<file path="src/rtl/scan_pkg.sv">
// -----------------------------------------------------------------------------
// scan_pkg
// Shared types and constants for the LED matrix scanner: grid geometry, row
// index and frame types, the scan FSM state encoding and a small helper used
// to size the shared dwell/blank counter.
// Optional feature macro used by this slice: SCAN_PWM_EN (see top module).
// -----------------------------------------------------------------------------
package scan_pkg;

  localparam int NUM_ROWS = 8;
  localparam int NUM_COLS = 8;

  typedef logic [2:0] row_idx_t;
  // frame[r] holds the column bits of row r
  typedef logic [NUM_ROWS-1:0][NUM_COLS-1:0] frame_t;

  typedef enum logic [1:0] {
    IDLE  = 2'd0,
    LOAD  = 2'd1,
    BLANK = 2'd2,
    SHOW  = 2'd3
  } scan_state_t;

  function automatic int max_int(input int a, input int b);
    return (a > b) ? a : b;
  endfunction

endpackage

</file>
<file path="src/rtl/led_matrix_scanner_dwell_timer.sv">
// -----------------------------------------------------------------------------
// dwell_timer
// Loadable down-counter shared by the BLANK and SHOW phases. A load sets the
// count to (phase length - 1); the counter then decrements once per cycle and
// parks at zero. o_done is high while the count is zero, i.e. in the last
// cycle of the phase.
// Ports:
//   i_clk       rising-edge clock
//   i_rst_n     asynchronous active-low reset
//   i_load      load i_load_val this cycle (takes priority over counting)
//   i_load_val  value to load
//   o_done      count has reached zero
// -----------------------------------------------------------------------------
module dwell_timer #(
  parameter int CNT_W = 4
) (
  input  logic             i_clk,
  input  logic             i_rst_n,
  input  logic             i_load,
  input  logic [CNT_W-1:0] i_load_val,
  output logic             o_done
);

  logic [CNT_W-1:0] r_count;

  // NOTE: sequential state is written only with non-blocking assignments so
  // every register samples pre-edge values regardless of block ordering.
  always_ff @(posedge i_clk or negedge i_rst_n) begin
    if (!i_rst_n) begin
      r_count <= '0;
    end else if (i_load) begin
      r_count <= i_load_val;
    end else if (r_count != '0) begin
      r_count <= r_count - CNT_W'(1);
    end
  end

  assign o_done = (r_count == '0);

endmodule

</file>
<file path="src/rtl/led_matrix_scanner.sv">
// -----------------------------------------------------------------------------
// led_matrix_scanner
// Time-multiplexes an 8x8 lights frame onto a physical LED matrix one row at a
// time. The frame is snapshotted in the LOAD cycle at each frame boundary, so
// edits made while a frame is being scanned only appear in the next frame.
// Each row gets BLANK_CYCLES dark cycles (anti-ghosting) followed by
// DWELL_CYCLES lit cycles. All outputs are registered.
//
// Optional feature: define SCAN_PWM_EN to add the i_brightness port. Within
// each SHOW phase the columns are then lit only while (elapsed SHOW cycles
// mod 8) <= brightness; brightness is sampled in LOAD and held for the frame.
// DWELL_CYCLES must be a multiple of 8 in that build.
//
// Ports:
//   i_clk          rising-edge clock
//   i_rst_n        asynchronous active-low reset
//   i_enable       1 = scan, 0 = matrix dark and FSM parked in IDLE
//   i_lights       frame to display, i_lights[r] = columns of row r
//   i_brightness   (SCAN_PWM_EN only) 0 = 1/8 duty .. 7 = full
//   o_row_drive    one-hot active-high row select, 0 when no row is lit
//   o_col_drive    column data of the lit row, 0 when no row is lit
//   o_frame_start  1-cycle pulse during the LOAD cycle
//   o_debug        current row index
// -----------------------------------------------------------------------------
module led_matrix_scanner
  import scan_pkg::*;
#(
  parameter int DWELL_CYCLES = 1024,
  parameter int BLANK_CYCLES = 16
) (
  input  logic                i_clk,
  input  logic                i_rst_n,
  input  logic                i_enable,
  input  frame_t              i_lights,
`ifdef SCAN_PWM_EN
  input  logic [2:0]          i_brightness,
`endif
  output logic [NUM_ROWS-1:0] o_row_drive,
  output logic [NUM_COLS-1:0] o_col_drive,
  output logic                o_frame_start,
  output row_idx_t            o_debug
);

  localparam int CNT_W = $clog2(max_int(DWELL_CYCLES, BLANK_CYCLES) + 1);
  localparam logic [CNT_W-1:0] DWELL_LOAD = CNT_W'(DWELL_CYCLES - 1);
  localparam logic [CNT_W-1:0] BLANK_LOAD = CNT_W'(BLANK_CYCLES - 1);

  scan_state_t         r_state;
  row_idx_t            r_row;
  frame_t              r_frame_buf;
  logic [NUM_ROWS-1:0] r_row_drive;
  logic [NUM_COLS-1:0] r_col_drive;
  logic                r_frame_start;

  logic                w_done;
  logic                w_tmr_load;
  logic [CNT_W-1:0]    w_tmr_val;
  logic [NUM_COLS-1:0] w_show_cols;

`ifdef SCAN_PWM_EN
  logic [2:0] r_bright;
  logic [2:0] r_pwm_phase;   // elapsed SHOW cycles mod 8
  logic [2:0] w_phase_next;
`endif

  // The timer is reloaded on every entry into BLANK or SHOW; IDLE and LOAD
  // do not use it.
  assign w_tmr_load = i_enable &&
                      ((r_state == LOAD) ||
                       (r_state == BLANK && w_done) ||
                       (r_state == SHOW && w_done && r_row != row_idx_t'(NUM_ROWS - 1)));
  assign w_tmr_val  = (r_state == BLANK) ? DWELL_LOAD : BLANK_LOAD;

  dwell_timer #(
    .CNT_W (CNT_W)
  ) u_dwell_timer (
    .i_clk      (i_clk),
    .i_rst_n    (i_rst_n),
    .i_load     (w_tmr_load),
    .i_load_val (w_tmr_val),
    .o_done     (w_done)
  );

  // Column value to present in the SHOW cycle that follows this edge.
  // NOTE: every signal assigned in always_comb gets a default first so no
  // path through the block can leave it unassigned and infer a latch.
  always_comb begin
    w_show_cols = r_frame_buf[r_row];
`ifdef SCAN_PWM_EN
    w_phase_next = (r_state == SHOW) ? r_pwm_phase + 3'd1 : 3'd0;
    if (w_phase_next > r_bright) begin
      w_show_cols = '0;
    end
`endif
  end

  // NOTE: the frame buffer is a plain register bank (not a RAM), and a
  // cleared frame after reset is required behaviour, so it is reset too.
  always_ff @(posedge i_clk or negedge i_rst_n) begin
    if (!i_rst_n) begin
      r_state       <= IDLE;
      r_row         <= '0;
      r_frame_buf   <= '0;
      r_row_drive   <= '0;
      r_col_drive   <= '0;
      r_frame_start <= 1'b0;
`ifdef SCAN_PWM_EN
      r_bright      <= '0;
      r_pwm_phase   <= '0;
`endif
    end else if (!i_enable) begin
      r_state       <= IDLE;
      r_row         <= '0;
      r_row_drive   <= '0;
      r_col_drive   <= '0;
      r_frame_start <= 1'b0;
    end else begin
      case (r_state)
        IDLE: begin
          r_state       <= LOAD;
          r_frame_start <= 1'b1;
        end
        LOAD: begin
          r_frame_buf   <= i_lights;
          r_row         <= '0;
          r_frame_start <= 1'b0;
          r_state       <= BLANK;
`ifdef SCAN_PWM_EN
          r_bright      <= i_brightness;
`endif
        end
        BLANK: begin
          if (w_done) begin
            r_state     <= SHOW;
            r_row_drive <= NUM_ROWS'(1) << r_row;
            r_col_drive <= w_show_cols;
`ifdef SCAN_PWM_EN
            r_pwm_phase <= w_phase_next;
`endif
          end
        end
        SHOW: begin
          if (w_done) begin
            r_row_drive <= '0;
            r_col_drive <= '0;
            if (r_row == row_idx_t'(NUM_ROWS - 1)) begin
              r_state       <= LOAD;
              r_frame_start <= 1'b1;
            end else begin
              r_row   <= r_row + row_idx_t'(1);
              r_state <= BLANK;
            end
          end else begin
            r_col_drive <= w_show_cols;
`ifdef SCAN_PWM_EN
            r_pwm_phase <= w_phase_next;
`endif
          end
        end
        default: r_state <= IDLE;
      endcase
    end
  end

  assign o_row_drive   = r_row_drive;
  assign o_col_drive   = r_col_drive;
  assign o_frame_start = r_frame_start;
  assign o_debug       = r_row;

endmodule

</file>
<file path="config.mk">
export PLATFORM = sky130hd
export DESIGN_NAME = led_matrix_scanner
export DESIGN_NICKNAME = d
export VERILOG_FILES = /design/src/rtl/scan_pkg.sv /design/src/rtl/led_matrix_scanner_dwell_timer.sv /design/src/rtl/led_matrix_scanner.sv
export SDC_FILE = /design/constraint.sdc
export NUM_CORES = 1
export LEC_CHECK = 0
export CAP_MARGIN = 30
export CELL_PAD_IN_SITES_DETAIL_PLACEMENT = 1
export CELL_PAD_IN_SITES_GLOBAL_PLACEMENT = 2
export CORE_MARGIN = 4
export CORE_UTILIZATION = 37
export CTS_BUF_LIST = sky130_fd_sc_hd__clkbuf_2 sky130_fd_sc_hd__clkbuf_4 sky130_fd_sc_hd__clkbuf_8
export DETAILED_ROUTE_END_ITERATION = 6
export GPL_TIMING_DRIVEN = 0
export MAX_ROUTING_LAYER = met4
export PLACE_DENSITY_LB_ADDON = 0.1
export SYNTH_ARGS = -nofsm -noshare
export SYNTH_HDL_FRONTEND = slang
export SYNTH_SLANG_ARGS = --single-unit
export TNS_END_PERCENT = 10
</file>
<file path="constraint.sdc">
create_clock -name i_clk -period 2.55 [get_ports i_clk]
set_clock_uncertainty 0.05 [all_clocks]
set_input_delay 0.51 -clock i_clk [delete_from_list [all_inputs] [get_ports i_clk]]
set_output_delay 0.51 -clock i_clk [all_outputs]
set_load 0.02 [all_outputs]
</file>
# [After elaboration in Yosys (flattened, before gate mapping)]
# Index checks and enable logic that the tools add are counted.
[op_classes] add_sub_neg=2 n_lt_le_gt_ge=1 eq_ne=12 shifts=1 mux=26 n_reduce_logical=16
[ops] operator="$mux W8" count=7
[ops] operator="$pmux W8 S2" count=2
[ops] operator="$bmux W8 S3" count=1
[ops] operator="$mux W11" count=2
[ops] operator="$ne A3 B3 Y1 const B" count=4
[ops] operator="$logic_not A11 Y1" count=1
[ops] operator="$reduce_bool A11 Y1" count=1
[ops] operator="$sub A11 B1 Y11 const B" count=1
[ops] operator="$mux W10" count=1
[ops] operator="$mux W3" count=3
[ops] operator="$reduce_and A3 Y1" count=3
[ops] operator="$mux W2" count=4
[ops] operator="$pmux W2 S4" count=1
[ops] operator="$shl A1 B3 Y8 const A" count=1
[ops] operator="$ne A3 B1 Y1 const B" count=2
[ops] operator="$pmux W3 S2" count=1
[ops] operator="$reduce_and A2 Y1" count=3
[ops] operator="$eq A2 B2 Y1 const B" count=2
[ops] operator="$logic_and A1 B1 Y1" count=4
[ops] operator="$lt A3 B4 Y1 const B" count=1
[ops] operator="$ne A4 B1 Y1 const B" count=1
[ops] operator="$add A3 B1 Y3 const B" count=1
[ops] operator="$eq A3 B3 Y1 const B" count=1
[ops] operator="$mux W1" count=3
[ops] operator="6 further kinds" count=7
[word_totals] register_bits=97 in_bits=67 out_inout_bits=20 word_cells=72

# [Depth between registers and ports, before layout]
# Gate-level depths: netlist of run 1.
[depth] word_depth=6 mapped_depth=7 mapped_depth_nobuf=6

# [Modules after synthesis]
# A second synthesis of run 1 with hierarchy kept.
[hier_totals] hier_cells=368 area_unflattened_um2=4673.2
[modules_own_cells] mod="led_matrix_scanner" n_inst=1 cells_per_inst=305 area_per_inst_um2=4046.4 seq_area_each_um2=2152.1
[modules_own_cells] mod="dwell_timer" n_inst=1 cells_per_inst=63 area_per_inst_um2=626.9 seq_area_each_um2=275.3

# [Least setup slack after synthesis of run 1]
# No wires, ideal clock.
[synth_timing] kind="register to register" startpoint="register r_row[1], in the netlist o_debug[1]" endpoint="register r_col_drive[1], in the netlist o_col_drive[1]" setup_time_ns=0.136 arrival_ns=1.762 required_time_ns=2.364 path_slack_ns=0.602 path_stages_with_launch=6 n_path_buf=2 period_less_slack_ns=1.948 cell_sequence="dfrtp_1 -> buf_2 -> buf_2 -> mux4_2 -> mux2i_1 -> o2bb2ai_1"
[synth_via] elab_chain_cells=5 word_cells_on_any_way=6 cone_classes="mux (6)"
[synth_lines] item="start: declaration" line_no="led_matrix_scanner.sv:49" rtl="row_idx_t r_row;"
[synth_lines] item="start signal: assignment" line_no="led_matrix_scanner.sv:150" rtl="r_row <= r_row + row_idx_t'(1);"
[synth_lines] item="$bmux W8 S3 (*)" line_no="led_matrix_scanner.sv:88" rtl="w_show_cols = r_frame_buf[r_row];"
[synth_lines] item="$mux W8 (not written as such) (*)" line_no="led_matrix_scanner.sv:88"
[synth_lines] item="$mux W8 (on tied branches)" line_no="led_matrix_scanner.sv:143, led_matrix_scanner.sv:133"
[synth_lines] item="$pmux W8 S2 (*)" line_no="led_matrix_scanner.sv:118" rtl="case (r_state)"
[synth_lines] item="$mux W8 (*)" line_no="led_matrix_scanner.sv:111" rtl="end else if (!i_enable) begin"
[synth_lines] item="end signal: assignment" line_no="led_matrix_scanner.sv:136" rtl="r_col_drive <= w_show_cols;"
[synth_lines] item="end signal: assignment" line_no="led_matrix_scanner.sv:154" rtl="r_col_drive <= w_show_cols;"
[synth_lines] item="end: declaration" line_no="led_matrix_scanner.sv:52" rtl="logic [NUM_COLS-1:0] r_col_drive;"
# Every way passes the cells marked *; elsewhere a longest branch is shown, timed or not. The select of a mux whose other input is x is not followed.
# A chain may end at the register's enable or synchronous reset.

# [Final worst setup path of run 1]
[layout_timing] startpoint="register r_state[1]" endpoint="register r_frame_buf[4] (netlist name)"
[layout_via] elab_chain_cells=2
[layout_lines] item="start: declaration" line_no="led_matrix_scanner.sv:48" rtl="scan_state_t r_state;"
[layout_lines] item="start signal: assignment" line_no="led_matrix_scanner.sv:101" rtl="r_state <= IDLE;"
[layout_lines] item="start signal: assignment" line_no="led_matrix_scanner.sv:112" rtl="r_state <= IDLE;"
[layout_lines] item="start signal: assignment" line_no="led_matrix_scanner.sv:120" rtl="r_state <= LOAD;"
[layout_lines] item="$eq A2 B1 Y1" line_no="led_matrix_scanner.sv:118"
[layout_lines] item="$reduce_and A2 Y1 (no source line)"
[layout_lines] item="end signal: assignment" line_no="led_matrix_scanner.sv:124" rtl="r_frame_buf <= i_lights;"
[layout_lines] item="end: declaration" line_no="led_matrix_scanner.sv:50" rtl="frame_t r_frame_buf;"
# Every way passes these cells.

==> results of run 1 <==
==> layout make-up <==
class,instances,share of cell area
Clock buffer,12,0.0271
Inverter,9,0.00576
Tap cell,168,0.0358
Sequential cell,97,0.414
Clock inverter,4,0.00576
Buffer,17,0.0169
Timing Repair Buffer,87,0.151
Multi-Input combinational cell,212,0.344
==> state kept, by name, summed over array words and instances, names as in the netlist <==
register / flops
o_col_drive: 8
o_debug: 3
o_frame_start: 1
o_row_drive: 8
r_frame_buf: 64
r_state: 2
u_dwell_timer.r_count: 11
==> power groups by stage <==
stage	Sequential (uW)	Clock [uW]	Combinational [uW]
2_1_floorplan	2550	0	1300
3_3_place_gp	2580	0	1880
3_5_place_dp	2620	0	1930
4_1_cts	2590	1030	1940
5_1_grt	2670	1090	2110
6_report	2580	994	1910
==> worst register-to-register path, delay by kind of cell, from the launching register on <==
family,cells,cell delay [ns]
buf+inv,2,0.77
flops,1,0.42
simple gates,1,0.22
mux,1,0.42
fa+ha+maj,1,0.27
==> per-stage QoR <==
stage / utilization / power (uW) / std cells / instance area [sq um]
after floorplan: - / 3850 / 335 / 4580
after global placement: 0.468 / 4460 / 589 / 5650
after detailed placement: 0.470 / 4550 / 590 / 5670
after CTS: 0.486 / 5560 / 606 / 5870
after global routing: 0.486 / 5880 / 606 / 5870
final: 0.486 / 5490 / 606 / 5870
==> path summary, 6_finish.rpt <==
| kind | start | to | slack, ns | cells after the start |
|---|---|---|---|---|
| max | r_state[1]$_DFFE_PN0P_ | r_frame_buf[4]$_DFFE_PN0P_ | 0.29 | 5 |
| min | i_rst_n | u_dwell_timer.r_count[5]$_DFFE_PN0P_ | 0.05 | 1 |
| max reg2reg | r_state[1]$_DFFE_PN0P_ | r_frame_buf[4]$_DFFE_PN0P_ | 0.29 | 5 |
| min reg2reg | r_frame_buf[38]$_DFFE_PN0P_ | r_frame_buf[38]$_DFFE_PN0P_ | 0.46 | 1 |
| max in group asynchronous | i_rst_n | r_frame_buf[5]$_DFFE_PN0P_ | 1.72 | 2 |
| min in group i_clk | r_frame_buf[38]$_DFFE_PN0P_ | r_frame_buf[38]$_DFFE_PN0P_ | 0.46 | 1 |
==> cells by family (layout without fill, tap and decap cells) <==
group / after synthesis / in the layout / synth area share
flip-flops: 97 / 97 / 0.530
multiplexers: 88 / 88 / 0.254
AO/OA/AOI/OAI: 54 / 54 / 0.0793
AND/OR/NAND/NOR: 53 / 53 / 0.0662
buffers and inverters: 26 / 129 / 0.0290
adder cells (fa/ha/maj): 11 / 11 / 0.0301
XOR/XNOR: 6 / 6 / 0.0115
==> layer usage <==
metal	vias up	global-route usage
met4	0	0.0507
met1	1619	0.222
met3	14	0.0470
met2	61	0.313
li1	1446	-
met5	-	-
==> synth_stat cells, types with 2 or more instances <==
cell type      instances  share of area
nor4b_1                2         0.0038
xnor2_1                2         0.0038
clkbuf_1               2         0.0016
buf_1                  6         0.0049
inv_1                  8         0.0066
mux2i_1                8          0.017
dfrtp_1               97           0.53
nand2b_1               2         0.0027
xor2_1                 4         0.0077
dlygate4sd1_1          2         0.0038
nand3_1               14          0.015
nor2_1                10         0.0082
nand4_1                2         0.0027
o21ai_0               13          0.014
o31ai_1                2         0.0033
a21oi_1               12          0.013
ha_1                  11          0.030
nor3_1                 4         0.0044
a31oi_1                3         0.0041
mux4_2                16          0.079
o2111ai_1              8          0.015
mux2_2                64           0.16
o2bb2ai_1              8          0.015
nand2_1                8         0.0066
o211ai_1               3         0.0049
buf_2                  4         0.0044
==> flow_metrics.py, run 1 <==
metrics = {
    "route": {
        "dr.pass1.iters": 5,
        "drt_iter0_markers": 144,
        "num_vias": 3140,
        "wl_per_cell_um": 19.6,
        "wl_um": 11900,
        "drc": 0,
        "detail_route.vias_per_cell": 5.18,
        "postRouteAntennaNets": 0,
        "met2WireLength_um": 6210,
        "met1_length_um": 5040,
        "dr_wl_met3_um": 432,
        "top_layer_used": "met4",
    },
    "timing": {
        "slew_violations": 0,
        "max_slew_margin": 0.468,
        "rsz0062_at_grt": "false",
        "hold_violations": 0,
        "hold_ws_ns": 0.0539,
        "setup_viol": 0,
        "tns_ns": 0,
        "layout_setup_ws_ns": 0.294,
        "period_needed_ns": 2.26,
        "tightest_slew_ns": 0.797,
        "period_share": 0.885,
        "timing.fmax_mhz": 443,
    },
    "cells_and_area": {
        "fillerInstances": 1230,
        "final_common_cell": "dfrtp_1",
        "multi_input_area_sq_mm": 0.00202,
        "areaGrowthSynthToFinish_pct": 28.2,
        "finalNetCount": 511,
        "drive_gt1_frac": 0.253,
        "ff_latch_area_sq_mm": 0.00243,
        "insertedDiodeCount": 0,
        "final_cell_mix": "97 x dfrtp_1, 85 x clkdlybuf4s50_1, 64 x mux2_2",
    },
    "power_and_ir_drop": {
        "power.density_mw_per_mm2": 935,
        "peakVddDrop_mv": 0.460,
        "seqPwrFrac": 0.471,
        "p_sw_uw": 1770,
        "combPwrFrac": 0.348,
        "power.share.switching": 0.323,
        "leakage_uw": 0.00241,
        "internal_power_uw": 3720,
        "p_clk_frac": 0.181,
    },
    "global_routing": {
        "grt.total_usage": 0.185,
        "grt_pass1_wl_um": 19700,
        "antenna_found_initial": 0,
        "grt_pass1_vias": 3584,
        "grt_max_degree": 60,
        "grt-ovfl-total": 0,
    },
    "cts": {
        "cts_hold_buf": 0,
        "cts_made_buffers": 9,
        "cts_buffer_depth": 2,
        "tritoncts": "yes",
        "post_cts_buffers": 0,
        "clock_tree.root_cell": "clkbuf_8",
        "clk_latency_ns": 0.37,
        "clock_sinks": 97,
        "cts_resized": 0,
        "clk_pin_slew_ns": 0.09,
        "htreeDepth": 3,
    },
    "yosys": {
        "yosysSeqAreaShare": 0.530,
        "ys_async_sr_fraction": 1.00,
        "synth_edf_count": 0,
        "syn_area_per_cell_sq_um": 13.7,
        "syn_inst": 335,
        "synth_fp_nets": 413,
        "synthDistinctLibCells": 46,
        "syn_area_sq_mm": 0.00458,
        "yosys_warnings": 0,
        "ys.flop_type": "dfrtp_1",
        "ys_ff_latch": 97,
    },
    "worst_setup_path": {
        "crit_chain": "inv_1 -> ha_1 -> nand2_1 -> buf_1 -> mux2_2",
        "worstPathRequired_ns": 2.76,
        "path_buf_inv": 2,
        "cp_top_family": "buffers and inverters",
        "critPathKind": "reg -> reg",
        "worstPathMaxFanout": 10,
        "critPathCaptureType": "register",
        "max_stage_delay_ns": 0.64,
        "start_kind": "register",
        "worst_path_max_delay_cell": "buf_1",
        "cp.arrival_ns": 2.47,
    },
    "placed_design": {
        "place.gp.congestion": 0.763,
        "pre_cts_slack_ns": -0.0553,
        "hpwl_um": 8630,
        "io_buffer_count": 86,
    },
    "floorplanning": {
        "initial_utilization": 0.379,
        "ios": 87,
        "die_x_um": 119,
        "fp.dieH_um": 119,
        "dieArea_sq_mm": 0.0142,
        "core_sq_mm": 0.0121,
        "core.rowCount": 40,
    },
    "run": {
        "cap_violations": 0,
    },
    "hold_path": {
        "hold_class": "in -> async",
    },
    "status": {
        "status": "finished clean",
    },
}
Note: power is estimated with default switching activity, not from simulation.
==> inputs of run 2 (changes only) <==
==> constraint.sdc (replaced) <==
create_clock -name i_clk -period 2.55 [get_ports i_clk]
set_clock_uncertainty 0.05 [all_clocks]
set_input_delay 0.765 -clock i_clk [delete_from_list [all_inputs] [get_ports i_clk]]
set_output_delay 0.765 -clock i_clk [all_outputs]
set_load 0.02 [all_outputs]
==> run 2 against run 1 <==
  * First-iteration DRC count is 2.8% lower
  * Combinational power hardly changed
  * Global-route usage stayed put
  * Routed wire length is 0.17% higher
  * Maximum frequency is 8.7% lower
  * Register-to-register slack hardly changed
  * Core utilization hardly changed
  * Final cell count stayed put
  * Total power hardly changed
  * Sequential power hardly changed
==> flow_metrics.py, run 2 (same netlist as run 1, synthesis figures left out) <==
metrics = {
    "route": {
        "detail_route.vias_per_cell": 5.17,
        "num_vias": 3131,
        "drc": 0,
        "drt_iter0_markers": 140,
        "wl_um": 11900,
        "wl_per_cell_um": 19.6,
        "dr.pass1.iters": 4,
        "postRouteAntennaNets": 0,
    },
    "cts": {
        "cts_buffer_depth": 2,
        "htreeDepth": 3,
        "cts_resized": 0,
        "cts_hold_buf": 0,
        "clock_tree.root_cell": "clkbuf_8",
        "post_cts_buffers": 0,
        "tritoncts": "yes",
        "clk_pin_slew_ns": 0.09,
        "cts_made_buffers": 9,
        "clock_sinks": 97,
        "clk_latency_ns": 0.37,
    },
    "placed_design": {
        "place_area_sq_mm": 0.00567,
        "hpwl_um": 8630,
        "io_buffer_count": 86,
        "place.gp.congestion": 0.763,
        "place_inst": 590,
    },
    "global_routing": {
        "grt-ovfl-total": 0,
        "antenna_found_initial": 0,
        "grt_pass1_wl_um": 19700,
        "grt_pass1_vias": 3584,
        "grt.total_usage": 0.185,
        "grt_max_degree": 60,
    },
    "cells_and_area": {
        "ff_latch_area_sq_mm": 0.00243,
        "fillerInstances": 1230,
        "insertedDiodeCount": 0,
        "finalNetCount": 511,
        "top_register": "r_frame_buf",
        "multi_input_area_sq_mm": 0.00202,
        "final_cell_mix": "96 x dfrtp_1, 85 x clkdlybuf4s50_1, 64 x mux2_2",
        "largestRegisters": "r_frame_buf (64), u_dwell_timer.r_count (11)",
        "final_common_cell": "dfrtp_1",
        "largest_register_ffs": 64,
        "fin_area_sq_mm": 0.00587,
        "instances_no_fill": 606,
        "drive_gt1_frac": 0.258,
        "areaGrowthSynthToFinish_pct": 28.2,
    },
    "floorplanning": {
        "core_sq_mm": 0.0121,
        "die_x_um": 119,
        "dieArea_sq_mm": 0.0142,
        "core.rowCount": 40,
        "initial_utilization": 0.379,
        "ios": 87,
        "fp.dieH_um": 119,
    },
    "status": {
        "status": "finished clean",
    },
    "power_and_ir_drop": {
        "power.density_mw_per_mm2": 935,
        "peakVddDrop_mv": 0.459,
        "p_sw_uw": 1770,
        "seqPwrFrac": 0.471,
        "power.share.switching": 0.322,
        "p_clk_frac": 0.181,
        "internal_power_uw": 3720,
        "leakage_uw": 0.00241,
        "combPwrFrac": 0.348,
    },
    "worst_setup_path": {
        "critPathKind": "in -> reg",
        "max_stage_delay_ns": 0.64,
        "path_buf_inv": 2,
        "worstPathRequired_ns": 2.76,
        "crit_chain": "clkdlybuf4s50_1 -> nand2_1 -> buf_1 -> mux2_2",
        "start_kind": "input pin",
        "cp.arrival_ns": 2.68,
        "worstPathMaxFanout": 10,
        "worst_path_max_delay_cell": "buf_1",
        "critPathCaptureType": "register",
        "cp_top_family": "buffers and inverters",
    },
    "timing": {
        "hold_violations": 0,
        "slew_violations": 0,
        "timing.fmax_mhz": 405,
        "rsz0062_at_grt": "false",
        "period_share": 0.969,
        "period_needed_ns": 2.47,
        "tightest_slew_ns": 0.799,
        "setup_viol": 0,
        "max_slew_margin": 0.467,
    },
    "run": {
        "cap_violations": 0,
    },
    "hold_path": {
        "hold_class": "in -> async",
    },
}
## run 2: layout make-up
type / instances / area share
Buffer: 17 / 0.0171
Clock buffer: 12 / 0.0271
Clock inverter: 4 / 0.00576
Inverter: 9 / 0.00576
Multi-Input combinational cell: 212 / 0.344
Sequential cell: 97 / 0.414
Tap cell: 168 / 0.0358
Timing Repair Buffer: 87 / 0.151
## run 2: per-layer routing
| layer | GRT usage | vias to the layer above | part of all wire |
|---|---|---|---|
| met4 | 0.0507 | 0 | 0.016 |
| met3 | 0.0470 | 13 | 0.033 |
| met5 | - | - | 0 |
| met2 | 0.313 | 55 | 0.52 |
| li1 | - | 1447 | - |
| met1 | 0.222 | 1616 | 0.43 |
## run 2: through the flow
step	util	hold WS, ns	setup WS, ns	power, uW	TNS [ns]
final	0.487	0.310	0.0796	5480	0
after global routing	0.487	0.337	0.000212	5880	0
after CTS	0.486	0.316	0.000580	5560	0
after detailed placement	0.470	0.436	-0.310	4550	-19.23
after global placement	0.468	0.420	-3.14	4460	-322.78
after floorplan	-	0.419	0.602	3850	0
## run 2: path summary, 6_finish.rpt
| path | startpoint | to | slack (ns) | cells after the start |
|---|---|---|---|---|
| worst min-delay path | i_rst_n | u_dwell_timer.r_count[5]$_DFFE_PN0P_ | 0.31 | 1 |
| worst max register to register | r_state[1]$_DFFE_PN0P_ | r_frame_buf[4]$_DFFE_PN0P_ | 0.29 | 5 |
| worst max-delay path | i_enable | r_frame_buf[4]$_DFFE_PN0P_ | 0.08 | 4 |
| worst min register to register | r_frame_buf[38]$_DFFE_PN0P_ | r_frame_buf[38]$_DFFE_PN0P_ | 0.46 | 1 |
| min in group i_clk | r_frame_buf[38]$_DFFE_PN0P_ | r_frame_buf[38]$_DFFE_PN0P_ | 0.46 | 1 |
| max in group asynchronous | i_rst_n | o_debug[0]$_DFFE_PN0P_ | 1.45 | 2 |
## run 2: power groups by stage
stage	combinational (uW)	clock (uW)	sequential [uW]
floorplan	1300	0	2550
global placement	1880	0	2580
global route	2110	1090	2670
finish	1910	995	2580
CTS	1940	1030	2590
detailed placement	1930	0	2620
## run 2: worst register-to-register path, cell delays in order (launching register included)
cell	delay, ns
dfrtp_1	0.42
inv_1	0.13
ha_1	0.27
nand2_1	0.22
buf_1	0.64
mux2_2	0.42
